===== config.mk =====
export PLATFORM = sky130hd
export DESIGN_NAME = ascon_perm_iter
export DESIGN_NICKNAME = d
export VERILOG_FILES = /design/src/rtl/ascon_perm_iter_pkg.sv /design/src/rtl/ascon_round.sv /design/src/rtl/ascon_perm_iter.sv
export SDC_FILE = /design/constraint.sdc
export NUM_CORES = 2
export LEC_CHECK = 0
export CORE_MARGIN = 3
export CORE_UTILIZATION = 45
export CTS_BUF_LIST = sky130_fd_sc_hd__clkbuf_16
export CTS_CLUSTER_SIZE = 12
export DETAILED_ROUTE_END_ITERATION = 8
export GPL_TIMING_DRIVEN = 1
export HOLD_SLACK_MARGIN = 0.1
export PLACE_DENSITY = 0.77
export RECOVER_POWER = 25
export SYNTH_ARGS = -nofsm -noshare
export SYNTH_HDL_FRONTEND = slang
export SYNTH_SLANG_ARGS = --single-unit

===== constraint.sdc =====
create_clock -name clock_i -period 21.1 [get_ports clock_i]
set_input_delay 3.165 -clock clock_i [delete_from_list [all_inputs] [get_ports clock_i]]
set_output_delay 3.165 -clock clock_i [all_outputs]
set_load 0.01 [all_outputs]

===== src/rtl/ascon_perm_iter_pkg.sv =====
// Shared ASCON types and constants: 320-bit state, S-box table, rotation amounts
// and the states of the iterative permutation controller.
package ascon_pack;

    typedef logic [4:0][63:0] type_state;

    typedef enum logic [1:0] {
        PERM_IDLE = 2'd0,
        PERM_RUN  = 2'd1,
        PERM_DONE = 2'd2
    } type_perm_fsm;

    localparam logic [4:0] C_SBOX [32] = '{
        5'h04, 5'h0B, 5'h1F, 5'h14, 5'h1A, 5'h15, 5'h09, 5'h02,
        5'h1B, 5'h05, 5'h08, 5'h12, 5'h1D, 5'h03, 5'h06, 5'h1C,
        5'h1E, 5'h13, 5'h07, 5'h0E, 5'h00, 5'h0D, 5'h11, 5'h18,
        5'h10, 5'h0C, 5'h01, 5'h19, 5'h16, 5'h0A, 5'h0F, 5'h17
    };

    // Linear-layer rotation pairs, one entry per state word x0..x4.
    localparam int unsigned C_ROT_A [5] = '{19, 61, 1, 10, 7};
    localparam int unsigned C_ROT_B [5] = '{28, 39, 6, 17, 41};

    function automatic logic [63:0] rotr64(input logic [63:0] x, input int unsigned n);
        rotr64 = (x >> n) | (x << (32'd64 - n));
    endfunction

endpackage


===== src/rtl/ascon_round.sv =====
// One combinational ASCON round: constant addition, bit-sliced S-box layer,
// then the per-word linear diffusion layer.
module ascon_round
    import ascon_pack::*;
(
    input  type_state  state_i,
    input  logic [3:0] round_i,
    output type_state  state_o
);

    type_state w_add;
    type_state w_sub;

    always_comb begin
        w_add          = state_i;
        w_add[2][7:0]  = state_i[2][7:0] ^ {4'hF - round_i, round_i};
    end

    // Each bit column {x0..x4} (x0 as MSB) goes through the same 5-bit S-box.
    for (genvar gi = 0; gi < 64; gi++) begin : g_col
        logic [4:0] w_sbox_out;
        assign w_sbox_out = C_SBOX[{w_add[0][gi], w_add[1][gi], w_add[2][gi],
                                    w_add[3][gi], w_add[4][gi]}];
        assign w_sub[0][gi] = w_sbox_out[4];
        assign w_sub[1][gi] = w_sbox_out[3];
        assign w_sub[2][gi] = w_sbox_out[2];
        assign w_sub[3][gi] = w_sbox_out[1];
        assign w_sub[4][gi] = w_sbox_out[0];
    end

    for (genvar gk = 0; gk < 5; gk++) begin : g_lin
        assign state_o[gk] = w_sub[gk]
                           ^ rotr64(w_sub[gk], C_ROT_A[gk])
                           ^ rotr64(w_sub[gk], C_ROT_B[gk]);
    end

endmodule


===== src/rtl/ascon_perm_iter.sv =====
// Iterative ASCON permutation p^N, one round per clock, result held in an
// internal 320-bit register. Optional round_o port: define ASCON_ROUND_IDX_OUT_EN.
module ascon_perm_iter
    import ascon_pack::*;
#(
    parameter int MAX_ROUNDS = 12
) (
    input  logic       clock_i,
    input  logic       reset_i,
    input  logic       start_i,
    input  logic [3:0] nb_rounds_i,
    input  type_state  state_i,
    output type_state  state_o,
    output logic       busy_o,
`ifdef ASCON_ROUND_IDX_OUT_EN
    output logic       done_o,
    output logic [3:0] round_o
`else
    output logic       done_o
`endif
);

    localparam logic [3:0] C_MAX  = 4'(MAX_ROUNDS);
    localparam logic [3:0] C_LAST = 4'(MAX_ROUNDS - 1);

    type_perm_fsm r_fsm;
    type_perm_fsm w_fsm_next;
    type_state    r_state;
    type_state    w_state_next;
    type_state    w_round_out;
    logic [3:0]   r_round;
    logic [3:0]   w_round_next;
    logic [3:0]   w_nb_clamped;

    ascon_round u_round (
        .state_i (r_state),
        .round_i (r_round),
        .state_o (w_round_out)
    );

    always_ff @(posedge clock_i or posedge reset_i) begin
        if (reset_i) begin
            r_fsm <= PERM_IDLE;
        end else begin
            r_fsm <= w_fsm_next;
        end
    end

    always_comb begin
        w_fsm_next   = r_fsm;
        w_state_next = r_state;
        w_round_next = r_round;
        w_nb_clamped = (nb_rounds_i > C_MAX) ? C_MAX : nb_rounds_i;
        case (r_fsm)
            PERM_IDLE: begin
                if (start_i) begin
                    w_state_next = state_i;
                    // Starting at MAX_ROUNDS-N makes the last applied round always MAX_ROUNDS-1.
                    w_round_next = C_MAX - w_nb_clamped;
                    w_fsm_next   = (w_nb_clamped == 4'd0) ? PERM_DONE : PERM_RUN;
                end
            end
            PERM_RUN: begin
                w_state_next = w_round_out;
                w_round_next = r_round + 4'd1;
                if (r_round == C_LAST) begin
                    w_fsm_next = PERM_DONE;
                end
            end
            PERM_DONE: begin
                w_fsm_next = PERM_IDLE;
            end
            default: begin
                w_fsm_next = PERM_IDLE;
            end
        endcase
    end

    always_ff @(posedge clock_i or posedge reset_i) begin
        if (reset_i) begin
            r_state <= '0;
            r_round <= 4'd0;
        end else begin
            r_state <= w_state_next;
            r_round <= w_round_next;
        end
    end

    assign state_o = r_state;
    assign busy_o  = (r_fsm == PERM_RUN);
    assign done_o  = (r_fsm == PERM_DONE);

`ifdef ASCON_ROUND_IDX_OUT_EN
    assign round_o = r_round;
`endif

endmodule


* Word level (Yosys, flattened, before mapping) *
Memory sizes are Yosys's and may differ from the RTL's.
Cells that the tools add are included.

operators by class
  order comparisons = 65
  reductions and logical operators = 5
  add/sub/neg operators = 3
  bitwise logic cells = 85
  multiplexer cells = 137
  equality and inequality tests = 5

operators with widths
  kind                                                            number
  5-bit two-way mux                                               128
  320-bit one-hot mux with 2 select lines                         1
  64-bit XOR                                                      10
  6-bit >= comparator (second input constant)                     64
  5-bit NOT with 6-bit output                                     64
  320-bit two-way mux                                             1
  23-bit by 64-bit bitwise OR with 64-bit output                  1
  25-bit by 64-bit bitwise OR with 64-bit output                  1
  3-bit by 64-bit bitwise OR with 64-bit output                   1
  36-bit by 64-bit bitwise OR with 64-bit output                  1
  45-bit by 64-bit bitwise OR with 64-bit output                  1
  47-bit by 64-bit bitwise OR with 64-bit output                  1
  54-bit by 64-bit bitwise OR with 64-bit output                  1
  57-bit by 64-bit bitwise OR with 64-bit output                  1
  58-bit by 64-bit bitwise OR with 64-bit output                  1
  63-bit by 64-bit bitwise OR with 64-bit output                  1
  4-bit two-way mux                                               2
  4-bit one-hot mux with 2 select lines                           1
  4-bit subtractor (first input constant)                         2
  8-bit XOR                                                       1
  2-bit two-way mux                                               3
  4-bit by 1-bit adder with 4-bit output (second input constant)  1
  4-bit == test (second input constant)                           1
  4-bit greater-than comparator (second input constant)           1
  other kinds (9)                                                 10

storage, ports and cells
  memories kept = 64
  ROM bits = 10240
  output and inout bits = 322
  register bits = 326
  logic and storage cells = 371
  input port bits = 327

memories
  memory            words  bits a word  read ports  clocked after Yosys merged registers in  write ports  line               text
  (name not given)  32     5            1           0                                        0            ascon_round.sv:22  assign w_sbox_out = C_SBOX[{w_add[0][gi], w_add[1][gi], w_add[2][gi],
  (name not given)  32     5            1           0                                        0            ascon_round.sv:22
  (name not given)  32     5            1           0                                        0            ascon_round.sv:22
  (name not given)  32     5            1           0                                        0            ascon_round.sv:22
  (name not given)  32     5            1           0                                        0            ascon_round.sv:22
  (name not given)  32     5            1           0                                        0            ascon_round.sv:22
  +58 memories      --     --           --          --                                       --           --

* Logic depth before layout (Yosys ltp) *
  depth in word-level cells = 10
  depth in mapped cells = 9
  mapped depth without buffers = 8

* Hierarchy *
From an unflattened synthesis, not the netlist that was laid out.

second synthesis, totals
  cells, all modules = 3965
  area total of the unflattened synthesis = 34185.3 um^2

modules (own cells, without submodules)
  module           cells each  area each (um^2)  instances  seq. area each (um^2)
  ascon_round      2531        19029.5           1          0.0
  ascon_perm_iter  1434        15155.8           1          8157.8

* Worst setup path before layout *
OpenSTA, ideal clock, no wires.

  path type = register -> output
  from = register r_fsm[1]
  to = output busy_o
  cell stages (with the launch flop) = 7
  required time = 17935 ps
  path buffers = 3
  arrival = 1452 ps
  path slack = 16483 ps
  path through = dfrtp_1 > buf_2 > inv_1 > nand2_1 > clkbuf_1 > inv_1 > clkbuf_1

between the ends
  word-level cells in the longest chain between the ends = 1

ends and longest elaborated chain
  item                                      line                   text
  start: declaration                        ascon_perm_iter.sv:26  type_perm_fsm r_fsm;
  start signal: assignment                  ascon_perm_iter.sv:45  r_fsm <= w_fsm_next;
  2-bit by 1-bit == test with 1-bit output  ascon_perm_iter.sv:90  assign busy_o = (r_fsm == PERM_RUN);
  end: declaration                          ascon_perm_iter.sv:14  output logic busy_o,

Every way passes these cells.

* Worst setup path after layout *
  from = input start_i
  to = register r_state, in the netlist state_o[207]

between the ends
  word-level cells in the longest chain between the ends = 2

ends and longest elaborated chain
  item                                  line                   text
  start: declaration                    ascon_perm_iter.sv:10  input logic start_i,
  2-bit != test (no source line)        --
  2-bit AND reduction (no source line)  --
  end signal: assignment                ascon_perm_iter.sv:84  r_state <= w_state_next;
  end: declaration                      ascon_perm_iter.sv:28  type_state r_state;

Every way passes these cells.
A chain may end at the register's enable or synchronous reset.

==> qor.csv <==
metric;value;unit
clock_tree.buffer_depth;3;
finalSetupViolations;0;
final.setup_skew;19.1;ps
totalNegativeSetupSlack;0;ps
ys_ff_latch;326;
min-delay-path-class;flip-flop to flip-flop;
synth_top_family_by_area;XOR/XNOR gates;
tightestPinTransition;5490;ps
final.min_clock_period;9590;ps
drc;0;
worstRegToRegCells;6;
maxClockFrequency;0.104;GHz
worstSetupEndpointType;flip-flop;
total_detailed_routing_wirelength;159;mm
antenna_violating_nets_post_route;0;
post_route_cells_drive_above_1_share;0.0306;
timing_max_transition_violations_final;481;
synth_compound_area_frac;0.202;
worst_ep_required_time;21580;ps
max-cap-violations;8;
clockRootBuffer;sky130_fd_sc_hd__clkbuf_16;
tritoncts;yes;
grt_max_degree;152;
design_area;40600;sq um
grtUsageMet3;0.0977;
layout_commonest_cell;sky130_fd_sc_hd__clkdlybuf4s50_1;
failed_checks;capacitance limit, slew limit;
drt_first_iter_violations;4316;
post_synth_inst_count;3707;
core.rowCount;97;
fillCellCount;6307;
die_width;274;microns
synth-async-reset-ratio;1.00;
h_tree_lvl_count;2;
die_height;274;microns
groute.layer.met1.usage;0.515;
use_met2;0.621;
num_vias;32300;
cts.repair_timing.setup_buffer_count;0;
synth.yosys.seq_area_share;0.253;
syn-mean-instance-area;8.71;sq um
startpoint_type;input port;
synth-adder-area-share;0.136;
clock_latency;610;ps
post-route-period-util;0.455;
worst-setup-path-type;input port to flip-flop;
cts.clk_slew.worst_paths;60;ps
finalWeightedCongestion;1.08;
run_status;complete, but fails checks;
whs_path_depth;1;
post_synth_instance_area;32300;sq um
layout.nets;4868;
initial_core_util;0.458;
globalRoute.busiestLayer;met2;
layout.cells.most_common_list;sky130_fd_sc_hd__clkdlybuf4s50_1 (646), sky130_fd_sc_hd__xnor2_1 (629), sky130_fd_sc_hd__o21ai_0 (423);
globalRouteOverflowTotal;0;
synth-main-ff-cell;sky130_fd_sc_hd__dfrtp_1;
synth-edff-count;0;
synth_simple_gate_area_frac;0.0850;
critPathArrivalTime;10080;ps
io_pins;649;
drt_first_pass_iters;6;
ys.warnings.count;0;
hpwl;128;mm
clock_sinks;326;
setup_repair_after_global_routing_missed_its_margin;false;
first_global_vias;29700;
core_area;70500;sq um
holdBufCountCts;0;
antenna_violations_before_repair;15;
wl_per_cell;30.9;microns
post_synth_xor_area_fraction;0.241;
placement.cell_area;39200;sq um
cts_made_buffers;42;
dieArea;75000;sq um
gr-usage-all-layers;0.409;
grt_pass1_wl;220;mm
finalHoldViolCount;0;
synth.mux.area_fraction;0.0255;
post_cts_resize_count;0;
relSlewSlack;-2.68;
crit_path_max_fanout;84;
detail_route.vias_per_cell;6.26;
distinct_cell_type_count_after_synthesis;75;
synthesis.nets;4384;
flow.area_growth_from_synthesis;25.8;%
port_buffers;648;
## stage by stage
step / utilization / hold slack [ps] / cells / setup WS [ps]
2_1_floorplan: - / 524 / 3707 / 8910
3_3_place_gp: 0.556 / 564 / 5087 / 14650
3_5_place_dp: 0.556 / 576 / 5087 / 14650
4_1_cts: 0.576 / 589 / 5162 / 14020
5_1_grt: 0.576 / 612 / 5164 / 11280
6_report: 0.576 / 586 / 5168 / 11510
## synth_stat cells, types with 4 or more instances
cell,instances,share of area
sky130_fd_sc_hd__clkbuf_1,129,0.015
sky130_fd_sc_hd__o211ai_1,32,0.0074
sky130_fd_sc_hd__nor2b_1,31,0.0060
sky130_fd_sc_hd__a221o_1,4,0.0012
sky130_fd_sc_hd__o21a_1,7,0.0016
sky130_fd_sc_hd__xor2_1,239,0.065
sky130_fd_sc_hd__nand2_1,104,0.012
sky130_fd_sc_hd__o31ai_1,11,0.0026
sky130_fd_sc_hd__buf_2,107,0.017
sky130_fd_sc_hd__nor2_1,172,0.020
sky130_fd_sc_hd__o221ai_1,10,0.0027
sky130_fd_sc_hd__dfrtp_1,326,0.25
sky130_fd_sc_hd__a21o_1,12,0.0028
sky130_fd_sc_hd__and2_1,4,0.00077
sky130_fd_sc_hd__o21ai_0,419,0.065
sky130_fd_sc_hd__mux2i_1,81,0.025
sky130_fd_sc_hd__a211o_1,10,0.0027
sky130_fd_sc_hd__a31oi_1,4,0.00077
sky130_fd_sc_hd__ha_1,350,0.14
sky130_fd_sc_hd__xnor2_1,629,0.17
sky130_fd_sc_hd__inv_1,207,0.024
sky130_fd_sc_hd__o21ai_1,6,0.00093
sky130_fd_sc_hd__nand3b_1,7,0.0016
sky130_fd_sc_hd__nor3_1,105,0.016
sky130_fd_sc_hd__a211oi_1,5,0.0012
sky130_fd_sc_hd__a22oi_1,247,0.057
sky130_fd_sc_hd__o211a_1,5,0.0015
sky130_fd_sc_hd__a21oi_1,175,0.027
sky130_fd_sc_hd__o311ai_0,7,0.0019
sky130_fd_sc_hd__o22ai_1,7,0.0014
sky130_fd_sc_hd__nand3_1,49,0.0076
sky130_fd_sc_hd__or3_1,37,0.0072
sky130_fd_sc_hd__and3_1,14,0.0027
sky130_fd_sc_hd__a21bo_2,6,0.0019
sky130_fd_sc_hd__nand2b_1,22,0.0043
sky130_fd_sc_hd__a32oi_1,62,0.017
sky130_fd_sc_hd__nor4_1,4,0.00077
## worst max-delay path: stages
cell	delay (ps)
sky130_fd_sc_hd__clkbuf_1	130
sky130_fd_sc_hd__o21ai_0	1890
sky130_fd_sc_hd__clkbuf_1	3310
sky130_fd_sc_hd__buf_4	1090
sky130_fd_sc_hd__a22oi_1	220
sky130_fd_sc_hd__o21ai_0	230
## flip-flops by register name, summed over array words and instances (netlist names)
name,flops
r_fsm,2
r_round,4
state_o,320
## area by class of cell
type,instances,area (sq um),share of cell area
multi-input cells,2928,22300,0.549
clock inverters,30,310,0.00764
flip-flops and latches,326,8160,0.201
clock buffers,45,1130,0.0277
well taps,940,1180,0.0290
repair buffers,686,6760,0.166
inverters,207,778,0.0192
diodes,6,15.0,0.000370
## per-layer routing
| layer | share of wire | routed length, microns |
|---|---|---|
| met5 | 0.00051 | 82 |
| met2 | 0.43 | 68700 |
| met1 | 0.37 | 58800 |
| met4 | 0.084 | 13300 |
| met3 | 0.12 | 18500 |
## kinds of logic (layout without fill, tap and decap cells)
| kind of cell | count (synthesis) | in the layout |
|---|---|---|
| multiplexers | 82 | 82 |
| other | 0 | 6 |
| XOR/XNOR | 877 | 877 |
| adder cells (fa/ha/maj) | 350 | 350 |
| flip-flops | 326 | 326 |
| buffers and inverters | 453 | 968 |
| AND/OR/NAND/NOR | 571 | 571 |
| AO/OA/AOI/OAI | 1048 | 1048 |
## final timing paths
check,start,slack (ps),to
max,start_i,11510,state_o[207]$_DFFE_PP0P_
min in group asynchronous,reset_i,4720,r_round[2]$_DFFE_PP0P_
min,r_fsm[1]$_DFFE_PP0P_,590,r_fsm[0]$_DFFE_PP0P_
max in group asynchronous,reset_i,13650,state_o[98]$_DFFE_PP0P_
min reg2reg,r_fsm[1]$_DFFE_PP0P_,590,r_fsm[0]$_DFFE_PP0P_
max reg2reg,r_fsm[0]$_DFFE_PP0P_,13280,state_o[207]$_DFFE_PP0P_
Power is left out: the tool's default activity adds up to more than one toggle a clock period on the data nets, which glitch-free logic cannot reach.
